$ cat src/rtl/mem_arbiter.sv
// mem_arbiter: shares one memory port between I$ line fills and data accesses, with bounded bursts.
// Define MEM_ARB_STATS_EN to build the grant/wait statistics counters and their ports.
`ifndef MEM_ARB_BUS_DEFS
`define MEM_ARB_BUS_DEFS
// REQ bundle: {A[31:0], R, W, WD[31:0], WBE[3:0]}; RES bundle: {HOLD, RD[31:0]}
`define REQ  [69:0]
`define A    [69:38]
`define R    [37]
`define W    [36]
`define WD   [35:4]
`define WBE  [3:0]
`define RES  [32:0]
`define HOLD [32]
`define RD   [31:0]
`endif

module mem_arbiter #(
    parameter int MAX_BURST = 32
`ifdef MEM_ARB_STATS_EN
    ,
    parameter int CNT_BITS  = 16
`endif
) (
    input  logic      clk,
    input  logic      rst,
    input  logic `REQ imem_req_i,
    output logic `RES imem_res_o,
    input  logic `REQ dmem_req_i,
    output logic `RES dmem_res_o,
    output logic `REQ mem_req_o,
    input  logic `RES mem_res_i
`ifdef MEM_ARB_STATS_EN
    ,
    output logic [CNT_BITS-1:0] stat_i_grants_o,
    output logic [CNT_BITS-1:0] stat_d_grants_o,
    output logic [CNT_BITS-1:0] stat_d_wait_o
`endif
);

    localparam int BW = $clog2(MAX_BURST + 1);

    typedef enum logic [1:0] {
        IDLE  = 2'd0,
        OWN_I = 2'd1,
        OWN_D = 2'd2
    } state_e;

    state_e        state_q;
    logic [BW-1:0] burst_q;

    logic   i_act;
    logic   d_act;
    logic   own_act;
    logic   oth_act;
    logic   accept;
    logic   burst_cap;
    logic   switch_req;
    logic   enter_i;
    logic   enter_d;
    state_e other_st;

    assign i_act = imem_req_i `R | imem_req_i `W;
    assign d_act = dmem_req_i `R | dmem_req_i `W;

    always_comb begin
        own_act  = 1'b0;
        oth_act  = 1'b0;
        other_st = IDLE;
        case (state_q)
            OWN_I: begin
                own_act  = i_act;
                oth_act  = d_act;
                other_st = OWN_D;
            end
            OWN_D: begin
                own_act  = d_act;
                oth_act  = i_act;
                other_st = OWN_I;
            end
            default: ;
        endcase
    end

    assign accept    = own_act & ~mem_res_i `HOLD;
    assign burst_cap = int'(burst_q) >= (MAX_BURST - 1);

    // Hand over either on release by the owner or when its burst allowance runs out.
    assign switch_req = oth_act & (~own_act | (accept & burst_cap));
    assign enter_d    = (state_q == IDLE) ? d_act : ((state_q == OWN_I) & switch_req);
    assign enter_i    = (state_q == IDLE) ? (i_act & ~d_act) : ((state_q == OWN_D) & switch_req);

    // Request path depends only on the registered owner, never on mem HOLD.
    always_comb begin
        mem_req_o  = '0;
        imem_res_o = {1'b1, mem_res_i `RD};
        dmem_res_o = {1'b1, mem_res_i `RD};
        case (state_q)
            OWN_I: begin
                mem_req_o         = imem_req_i;
                imem_res_o `HOLD  = mem_res_i `HOLD;
            end
            OWN_D: begin
                mem_req_o         = dmem_req_i;
                dmem_res_o `HOLD  = mem_res_i `HOLD;
            end
            default: ;
        endcase
    end

    always_ff @(posedge clk or posedge rst) begin
        if (rst) begin
            state_q <= IDLE;
            burst_q <= '0;
        end else begin
            case (state_q)
                OWN_I, OWN_D: begin
                    if (switch_req) begin
                        state_q <= other_st;
                        burst_q <= '0;
                    end else if (!own_act) begin
                        state_q <= IDLE;
                        burst_q <= '0;
                    end else if (accept && (int'(burst_q) < MAX_BURST)) begin
                        burst_q <= burst_q + BW'(1);
                    end
                end
                default: begin
                    burst_q <= '0;
                    if (enter_d) begin
                        state_q <= OWN_D;
                    end else if (enter_i) begin
                        state_q <= OWN_I;
                    end
                end
            endcase
        end
    end

`ifdef MEM_ARB_STATS_EN
    logic [CNT_BITS-1:0] i_grants_q;
    logic [CNT_BITS-1:0] d_grants_q;
    logic [CNT_BITS-1:0] d_wait_q;

    always_ff @(posedge clk or posedge rst) begin
        if (rst) begin
            i_grants_q <= '0;
            d_grants_q <= '0;
            d_wait_q   <= '0;
        end else begin
            if (enter_i) begin
                i_grants_q <= i_grants_q + CNT_BITS'(1);
            end
            if (enter_d) begin
                d_grants_q <= d_grants_q + CNT_BITS'(1);
            end
            if (d_act && dmem_res_o `HOLD) begin
                d_wait_q <= d_wait_q + CNT_BITS'(1);
            end
        end
    end

    assign stat_i_grants_o = i_grants_q;
    assign stat_d_grants_o = d_grants_q;
    assign stat_d_wait_o   = d_wait_q;
`endif

endmodule

$ cat config.mk
export PLATFORM = sky130hd
export DESIGN_NAME = mem_arbiter
export DESIGN_NICKNAME = d
export VERILOG_FILES = /design/src/rtl/mem_arbiter.sv
export SDC_FILE = /design/constraint.sdc
export NUM_CORES = 1
export LEC_CHECK = 0
export ABC_AREA = 1
export CAP_MARGIN = 15
export CORE_AREA = 3 3 121 123
export CTS_CLUSTER_DIAMETER = 40
export DETAILED_ROUTE_END_ITERATION = 8
export DIE_AREA = 0 0 124 126
export PLACE_DENSITY = 0.6
export SLEW_MARGIN = 20
export SYNTH_ARGS = -nofsm -noshare
export SYNTH_HDL_FRONTEND = slang
export SYNTH_SLANG_ARGS = --single-unit
$ cat constraint.sdc
create_clock -name clk -period 3.4 [get_ports clk]
set_input_delay 0.68 -clock clk [delete_from_list [all_inputs] [get_ports clk]]
set_output_delay 0.68 -clock clk [all_outputs]
set_load 0.01 [all_outputs]
==> PnR_summary.wiki <==
{| class="wikitable"
! Metric !! Value
|-
| Outcome || complete, no violations
|-
| Half-perimeter wire length after placement || about 7200 µm
|-
| Area fraction of the dominant cell type after synthesis || 0.3082
|-
| Quantity of I/O buffers inserted on ports || 214
|-
| Clock Tree Buf Depth || 2
|-
| Share of cells above drive strength 1 || 0.03462
|-
| Placeable Area || 13770 µm²
|-
| Post-synthesis share of cell area spent on and, or, nand and nor gates || 0.3641
|-
| Xor/xnor share of the synthesized area || 0.008511
|-
| Drt via density || between 3 and 4
|-
| 1st-iter DRT viols || a little under 80
|-
| Number of buffers and inverters on the critical path || 3
|-
| Worst vdd ir || 484.6 µV
|-
| DR DRC count || 0
|-
| Average wire per standard cell || roughly 13 µm
|-
| Fraction of the yosys area taken by sequential cells || 0.09726
|-
| Synthesized net count || 565
|-
| Initial antenna violation count || 0
|-
| Storage cell area || 200.2 µm²
|-
| Max-slew headroom at the worst pin || 0.7202
|-
| Count of yosys warnings during synthesis || 0
|-
| Iteration count of the initial detailed-routing pass || 4
|-
| Ranking of synthesized cells by instance count || nand2_1, a21oi_1, buf_4, clkbuf_1, inv_1
|-
| Clock tree sinks || 8
|-
| Element type at the critical path end || output pin
|-
| Area of the die || 15620 µm²
|-
| Maximum operating frequency || about 350 MHz
|-
| Count of H-tree levels built during CTS || 1
|-
| Overall via count from detail_route || 2761
|-
| Cell-by-cell listing of the critical path || inv_1 > ha_2 > buf_4 > nand2_1 > a21oi_1 > clkdlybuf4s50_1
|-
| Worst path required time || 2.72 ns
|-
| Area growth from synthesis to layout || 93.74%
|-
| Number of synthesized register bits || 8
|-
| Max-Cap Viols || 0
|-
| Count leader, synth || nand2_1
|-
| Multi-input gate area in the final layout || 1239 µm²
|-
| Last weighted congestion value of the routability-driven placer || 0.7022
|-
| Fin. max-slew vios || 0
|-
| CTS tree || done
|-
| Cell taking the most area after synthesis || nand2_1
|-
| Via count of the first global-routing pass || 2535
|-
| # diodes || 0
|-
| Crit path DAT || between 2 and 2.5 ns
|-
| Total overflow reported by the global router || 0
|-
| Cell at the slowest stage of the critical path || clkdlybuf4s50_1
|-
| Final period demand of the worst path || 2.897 ns
|-
| Finished Layout Cells || 700
|-
| Setup Crit Path Kind || reg2out
|-
| Horizontal die dimension || about 120 µm
|-
| Post-synthesis instance area || around 2100 µm²
|-
| Fraction of synthesis flops using an asynchronous set or reset pin || 1.000
|-
| Slew at the pin closest to its max-slew limit || 0.4197 ns
|-
| Combinational family with the most area after synthesis || simple AND/OR/NAND/NOR gates
|-
| Starting Density || 0.1494
|-
| Cells after synthesis || roughly 390
|-
| Clock-pin slew on the worst setup and hold paths || 0.04 ns
|-
| Crit-path max cell delay || between 0.5 and 0.6 ns
|-
| Overall routing resource usage || 0.1006
|-
| Maximum clock skew at final layout || 0.0005814 ns
|-
| Fillers || 1544
|-
| Util after Layout || 0.2895
|-
| Adder-cell share of the synthesized area || 0.03040
|-
| Post-route ant nets || 0
|-
| Setup TNS || 0 ns
|-
| Cell chosen for the clock root || clkbuf_16
|-
| Hold-fix buffers at CTS || 0
|-
| Element type at the critical path start || flop
|-
| Maximum number of pins on one net before global-route repair || 74
|-
| Average footprint of a synthesized cell || 5.346 µm²
|-
| Type of the tightest min-delay check || reg2reg
|-
| Skew-Pair Late Insertion Delay || 0.23 ns
|-
| Final-report hold violation count || 0
|-
| Row count || 43
|-
| Number of top-level pins || 311
|-
| Num CTS Buffers || 3
|-
| Chip height || between 100 and 150 µm
|-
| Unrepaired setup endpoints after global routing || false
|-
| Post-CTS Repair Setup Buffers || 0
|-
| Synth Flop Type || dfrtp_1
|-
| Hold Crit Depth || 2
|-
| PostCTS Resize Cnt || 0
|-
| Fin crit share || 0.8519
|-
| Gate family responsible for the most delay along the worst path || buffers and inverters
|-
| Final net count || 702
|-
| Top cells by area in the synthesized netlist || nand2_1, buf_4, a21oi_1, dfrtp_1, clkbuf_1
|-
| Total length of routed wires || 9109 µm
|-
| Number of placed instances, taps included || 697
|-
| Levels on crit path || 6
|-
| Setup violations, final || 0
|-
| Mux share of post-synthesis cell area || 0
|-
| Synth Area in Compound Gates || 0.1964
|-
| Crit-path max FO || 40
|-
| Distinct cell type count of the synthesized netlist || 21
|-
| Wire length of the first global-routing pass || ~13000 µm
|-
| Number of enable flip-flop cells after synthesis || 0
|-
| Number of cells on the worst reg-to-reg path || 10
|-
| Leakage power summed over all cells || 1.421 nW
|-
| PD cells || 612.3 nW/µm²
|}
## stage by stage
stage	power, W	setup slack [ns]	hold WS [ns]	area (µm²)
2_1_floorplan	0.001266	1.247	0.4675	2058
3_3_place_gp	0.002287	0.6616	0.4937	3913
3_5_place_dp	0.002281	0.6736	0.5002	3913
4_1_cts	0.002495	0.4637	0.5084	3988
5_1_grt	0.002670	0.3658	0.5508	3988
6_report	0.002442	0.5035	0.5018	3988
## worst reg2reg max path: stages, from the launching register on
cell,delay (ns)
dfrtp_1,0.41
inv_1,0.10
ha_2,0.18
buf_4,0.32
o21ai_1,0.12
nand2_1,0.11
nand2_2,0.09
nor3_4,0.26
nand4_1,0.16
xor2_1,0.19
nor2_2,0.05
## cells by family after synthesis
| kind of cell | Yosys count |
|---|---|
| and+or+nand+nor | 189 |
| buffers and inverters | 102 |
| AOI/OAI and AO/OA | 79 |
| DFF | 8 |
| adders and majority gates | 5 |
| xor gates and xnor gates | 2 |
## registers in the layout, summed over array words and instances (netlist names)
signal,count
burst_q,6
state_q,2
## cell type report
| type | instances | area share |
|---|---|---|
| inverters | 15 | 0.01412 |
| multi-input cells | 275 | 0.3106 |
| well taps | 180 | 0.05648 |
| clock buffers | 3 | 0.01883 |
| repair buffers | 219 | 0.5497 |
| flip-flops and latches | 8 | 0.05020 |
## worst paths after layout
check / from / to / slack, ns
max: state_q[1] / mem_req_o[23] / 0.50
min: state_q[1] / state_q[1] / 0.50
max reg2reg: state_q[0] / burst_q[4] / 1.31
min reg2reg: state_q[1] / state_q[1] / 0.50
max in group asynchronous: rst / state_q[1] / 2.46
min in group asynchronous: rst / burst_q[4] / 0.70
## layer usage
| metal | global-route usage | vias up | share of wire |
|---|---|---|---|
| li1 | - | 1419 | - |
| met1 | 0.1119 | 1162 | 0.36 |
| met2 | 0.1845 | 167 | 0.49 |
| met3 | 0.03547 | 13 | 0.14 |
| met4 | 0.01675 | 0 | 0.0099 |
| met5 | 0 | - | 0 |
## placed cells by master, fill, tap and decap left out
| cell | n |
|---|---|
| dfrtp_1 | 8 |
| nor2_1 | 7 |
| clkbuf_16 | 3 |
| o21ai_1 | 1 |
| buf_4 | 4 |
| nand2_1 | 169 |
| and2_4 | 1 |
| nand2_2 | 2 |
| nand4_1 | 4 |
| inv_1 | 13 |
| clkdlybuf4s50_1 | 214 |
| nor2_2 | 1 |
| a21oi_1 | 73 |
| o21ai_0 | 3 |
| ha_1 | 3 |
| nand3_1 | 4 |
| ha_2 | 2 |
| xor2_1 | 2 |
| o21bai_1 | 1 |
| buf_12 | 1 |
| o21bai_2 | 1 |
| nor3_4 | 1 |
| inv_2 | 2 |
## report_power, final
group	switching (W)	total, W	leakage, nW	internal (W)
sequential	0.0000109	0.000120	0.109	0.000109
combinational	0.00114	0.00212	1.28	0.000977
clock	0.0000481	0.000200	0.0370	0.000152
Note: power is estimated with default switching activity, not from simulation.
